$ cat src/rtl/ram_arbiter.sv
// Round-robin arbiter between the CPU control unit and the I/O loader for one single-port
// synchronous RAM. Every output is a flop loaded from next-state, so done/we never glitch.
module ram_arbiter #(
  parameter int ADDR_W = 8,
  parameter int DATA_W = 16,
  parameter int RD_LAT = 1
) (
  input  logic              clk,
  input  logic              rst,
  input  logic              cpu_req,
  input  logic              cpu_we,
  input  logic [ADDR_W-1:0] cpu_addr,
  input  logic [DATA_W-1:0] cpu_wdata,
  output logic              cpu_done,
  input  logic              io_req,
  input  logic              io_we,
  input  logic [ADDR_W-1:0] io_addr,
  input  logic [DATA_W-1:0] io_wdata,
  output logic              io_done,
  output logic [DATA_W-1:0] rdata,
  output logic [ADDR_W-1:0] ram_addr,
  output logic [DATA_W-1:0] ram_wdata,
  output logic              ram_we,
  input  logic [DATA_W-1:0] ram_q,
  output logic              busy,
  output logic              owner
);

  typedef enum logic [1:0] {
    IDLE  = 2'd0,
    ISSUE = 2'd1,
    WAIT  = 2'd2,
    DONE  = 2'd3
  } state_t;

  localparam logic [1:0] WAIT_INIT = 2'(RD_LAT - 1);

  state_t              state;
  state_t              next_state;
  logic [1:0]          cnt;
  logic [1:0]          next_cnt;
  logic                last_served;  // 1 = loader was served last
  logic                we_lat;
  logic                grant;
  logic                grant_io;
  logic                capture;
  logic                win_we;
  logic [ADDR_W-1:0]   win_addr;
  logic [DATA_W-1:0]   win_wdata;

  assign win_we    = grant_io ? io_we    : cpu_we;
  assign win_addr  = grant_io ? io_addr  : cpu_addr;
  assign win_wdata = grant_io ? io_wdata : cpu_wdata;

  // next-state, wait-counter and grant decode
  always_comb begin
    next_state = state;
    next_cnt   = cnt;
    grant      = 1'b0;
    grant_io   = 1'b0;
    capture    = 1'b0;
    case (state)
      IDLE: begin
        if (cpu_req && io_req) begin
          grant    = 1'b1;
          grant_io = ~last_served;
        end else if (cpu_req) begin
          grant    = 1'b1;
          grant_io = 1'b0;
        end else if (io_req) begin
          grant    = 1'b1;
          grant_io = 1'b1;
        end else begin
          grant    = 1'b0;
          grant_io = 1'b0;
        end
        if (grant) begin
          next_state = ISSUE;
        end else begin
          next_state = IDLE;
        end
      end
      ISSUE: begin
        if (we_lat) begin
          next_state = DONE;
        end else begin
          next_cnt   = WAIT_INIT;
          next_state = WAIT;
        end
      end
      WAIT: begin
        if (cnt == 2'd0) begin
          capture    = 1'b1;
          next_state = DONE;
        end else begin
          next_cnt   = cnt - 2'd1;
          next_state = WAIT;
        end
      end
      DONE:    next_state = IDLE;
      default: next_state = IDLE;
    endcase
  end

  // state, counter and arbitration history
  always_ff @(posedge clk or posedge rst) begin
    if (rst) begin
      state       <= IDLE;
      cnt         <= 2'd0;
      last_served <= 1'b1;
    end else begin
      state <= next_state;
      cnt   <= next_cnt;
      if (grant) begin
        last_served <= grant_io;
      end
    end
  end

  // latched transaction fields and RAM-side outputs
  always_ff @(posedge clk or posedge rst) begin
    if (rst) begin
      we_lat    <= 1'b0;
      owner     <= 1'b0;
      ram_addr  <= '0;
      ram_wdata <= '0;
      ram_we    <= 1'b0;
      rdata     <= '0;
    end else begin
      if (grant) begin
        we_lat    <= win_we;
        owner     <= grant_io;
        ram_addr  <= win_addr;
        ram_wdata <= win_wdata;
      end
      // high only for the single ISSUE cycle
      ram_we <= grant & win_we;
      if (capture) begin
        rdata <= ram_q;
      end
    end
  end

  // requester-side status, registered from next-state
  always_ff @(posedge clk or posedge rst) begin
    if (rst) begin
      cpu_done <= 1'b0;
      io_done  <= 1'b0;
      busy     <= 1'b0;
    end else begin
      cpu_done <= (next_state == DONE) && !owner;
      io_done  <= (next_state == DONE) && owner;
      busy     <= (next_state != IDLE);
    end
  end

endmodule

$ cat config.mk
export PLATFORM = sky130hd
export DESIGN_NAME = ram_arbiter
export DESIGN_NICKNAME = d
export VERILOG_FILES = /design/src/rtl/ram_arbiter.sv
export SDC_FILE = /design/constraint.sdc
export NUM_CORES = 1
export LEC_CHECK = 0
export CAP_MARGIN = 20
export CORE_ASPECT_RATIO = 0.5
export CORE_UTILIZATION = 40
export CTS_CLUSTER_SIZE = 12
export DETAILED_ROUTE_END_ITERATION = 16
export GPL_TIMING_DRIVEN = 0
export PLACE_DENSITY = 0.79
export SLEW_MARGIN = 20
export SYNTH_ARGS = -nofsm -noshare
export SYNTH_HDL_FRONTEND = slang
export SYNTH_SLANG_ARGS = --single-unit
$ cat constraint.sdc
create_clock -name clk -period 2.4 [get_ports clk]
set_clock_uncertainty 0.15 [all_clocks]
set_input_delay 0.72 -clock clk [delete_from_list [all_inputs] [get_ports clk]]
set_output_delay 0.72 -clock clk [all_outputs]
set_load 0.03 [all_outputs]
==> flow_metrics.env <==
export IMPL_tns_ns=0
export IMPL_wirelength_um=6240
export IMPL_required_ns=1.53
export IMPL_ir_drop_uv=793
export IMPL_relSlewSlack_pct=55.8
export IMPL_cp_end_kind="primary output"
export IMPL_cts_sinks=51
export IMPL_fp_dieH_um=56.3
export IMPL_holdWs_ns=0.348
export IMPL_worstHoldPathType="flop to flop"
export IMPL_worstMarginPinSlew_ns=0.662
export IMPL_cts_root_buffer_cell="clkbuf_16"
export IMPL_routed_via_density=5.17
export IMPL_path_clk_slew_ns=0.07
export IMPL_cap_violations=0
export IMPL_cts_tree="built"
export IMPL_syn_area_mm2=0.00236
export IMPL_slowest_stage="clkdlybuf4s50_1"
export IMPL_port_buffers=114
export IMPL_max_freq_mhz=451
export IMPL_num_antenna_cells=0
export IMPL_ys_seq_area_share_pct=54.2
export IMPL_crit_buf_inv=1
export IMPL_pin_count=115
export IMPL_cp_cell_sequence="clkdlybuf4s50_1"
export IMPL_initial_core_util_pct=42.2
export IMPL_layout_drive_gt1_share_pct=9.73
export IMPL_final_nets=413
export IMPL_vias=2128
export IMPL_clockBufferDepth=2
export IMPL_pre_cts_ws_ns=-0.0767
export IMPL_place_hpwl_um=4800
export IMPL_critPathMaxStageDelay_ns=0.69
export IMPL_firstDrtPassIters=4
export IMPL_grt_pass1_vias=2138
export IMPL_grt_usage_pct=20.8
export IMPL_worstSkewPairLatency_ns=0.29
export IMPL_status="complete, no violations"
export IMPL_rsz0062_at_grt="false"
export IMPL_filler_cell_count=429
export IMPL_drt_iter0_drc=69
export IMPL_period_share_pct=92.4
export IMPL_drc=0
export IMPL_report_final_slew_viol_count=0
export IMPL_cts_setup_buffers=0
export IMPL_arrival_ns=1.35
export IMPL_cts_hold_buffers=0
export IMPL_critPathTopFamily="buffers and inverters"
export IMPL_grt_pass1_wl_um=10300
export IMPL_ys_types=25
export IMPL_critPathLaunchType="flop"
export IMPL_synth_warnings=0
export IMPL_post_route_worst_setup_slack_ns=0.182
export IMPL_netlist_instances=216
export IMPL_areaGrowthSynthToFinish_pct=60.0
export IMPL_leakage_nw=1.51
export IMPL_cp_max_fo=2
export IMPL_power_density_mw_per_mm2=1350
export IMPL_synth_seq_cells=51
export IMPL_setup_viol=0
export IMPL_antenna_found_initial=0
export IMPL_path_class="flop to primary output"
export IMPL_hold_viol=0
export IMPL_grt_max_degree=32
export IMPL_core_mm2=0.00559
export IMPL_place_congestion=0.750
export IMPL_wl_per_cell_um=15.2
export IMPL_min_period_ns=2.22
export IMPL_dieArea_mm2=0.00622
export IMPL_cts_repair_resize_count=0
export IMPL_synth_fp_nets=291
export IMPL_cts_buffers=5
export IMPL_avgSynthCellArea_um2=10.9
export IMPL_die_w_um=111
export IMPL_grt_ovfl_total=0
export IMPL_htreeDepth=2
export IMPL_drtAntennaViolNets=0
export IMPL_rows=19
[metal layers]
metal / vias to the layer above / wire [um] / GRT usage (%)
met5: - / 0 / 0
met4: 0 / 69 / 5.90
met3: 7 / 215 / 2.92
met2: 65 / 3200 / 37.4
met1: 1043 / 2760 / 26.5
li1: 1013 / - / -
[sequential cells by signal, indices dropped and copies added, names as in the netlist]
signal       cells
state            2
we_lat           1
cpu_done         1
owner            1
cnt              2
ram_addr         8
busy             1
ram_wdata       16
last_served      1
ram_we           1
io_done          1
rdata           16
[stage by stage]
stage          cell area [um^2]  util, %  total power, mW  cells
2_1_floorplan              2360        -             3.24    216
3_3_place_gp               3590     64.3             4.30    403
3_5_place_dp               3620     64.7             4.40    404
4_1_cts                    3770     67.5             5.15    412
5_1_grt                    3770     67.5             5.41    412
6_report                   3770     67.5             5.11    412
[cells in the final DEF, fill, tap and decap left out, drive strengths merged, types with 4 or more instances in the layout]
cell             n
a31oi           25
clkdlybuf4s50  114
o21ai           28
inv              7
mux2            16
or3b            25
nor2            26
clkbuf          18
nand2            4
dfrtp           50
ha               5
buf              6
[synthesized netlist by cell type]
cell / count / share of area [%]
o21a_1: 1 / 0.32
nand3_1: 1 / 0.21
mux2_2: 16 / 7.6
mux2i_1: 1 / 0.42
nand2_1: 4 / 0.64
o21ai_1: 2 / 0.42
ha_1: 5 / 2.7
or3b_1: 25 / 9.3
a31oi_1: 25 / 6.6
dfrtp_1: 50 / 53
nor2_1: 26 / 4.1
o21ai_0: 26 / 5.5
or2_1: 1 / 0.27
inv_1: 6 / 0.96
clkbuf_1: 13 / 2.1
o22ai_1: 1 / 0.27
a22oi_1: 1 / 0.32
and2_4: 1 / 0.37
buf_6: 4 / 1.9
dfstp_2: 1 / 1.1
and3_1: 2 / 0.53
buf_2: 1 / 0.21
a21bo_1: 1 / 0.42
o2bb2ai_1: 1 / 0.37
a21oi_1: 1 / 0.21
[final timing paths]
| kind | start | endpoint | slack [ns] | depth (start not counted) |
|---|---|---|---|---|
| max reg2reg | state[1] | ram_wdata[6] | 0.45 | 7 |
| min | last_served | last_served | 0.35 | 2 |
| max in group asynchronous | rst | last_served | 0.78 | 3 |
| max | ram_wdata[13] | ram_wdata[13] | 0.18 | 1 |
| min reg2reg | last_served | last_served | 0.35 | 2 |
| min in group asynchronous | rst | rdata[5] | 0.69 | 2 |
[logic make-up (layout without fill, tap and decap cells)]
| kind of cell | after synthesis | count (layout) | share of synthesized area (%) |
|---|---|---|---|
| flops | 51 | 51 | 54.2 |
| buf+inv | 24 | 147 | 5.15 |
| fa+ha+maj | 5 | 5 | 2.65 |
| compound gates | 59 | 59 | 14.5 |
| mux | 17 | 17 | 8.07 |
| simple gates | 60 | 60 | 15.4 |
[report_power, final]
| part | internal [mW] | switching [mW] | leakage, nW |
|---|---|---|---|
| sequential | 1.30 | 0.221 | 0.586 |
| clock | 0.398 | 0.338 | 0.0759 |
| combinational | 1.25 | 1.60 | 0.853 |
| total | 2.95 | 2.16 | 1.51 |
[final cells by class]
class                           count  area, um^2  area share (%)
Buffer                             18        98.8            2.62
Clock buffer                        5         125            3.32
Clock inverter                      3        28.8           0.763
Inverter                            6        22.5           0.597
Tap cell                           73        91.3            2.42
Sequential cell                    51        1280            33.9
Multi-Input combinational cell    141         958            25.4
Timing Repair Buffer              115        1170            31.0
(Power assumes the default switching activity.)
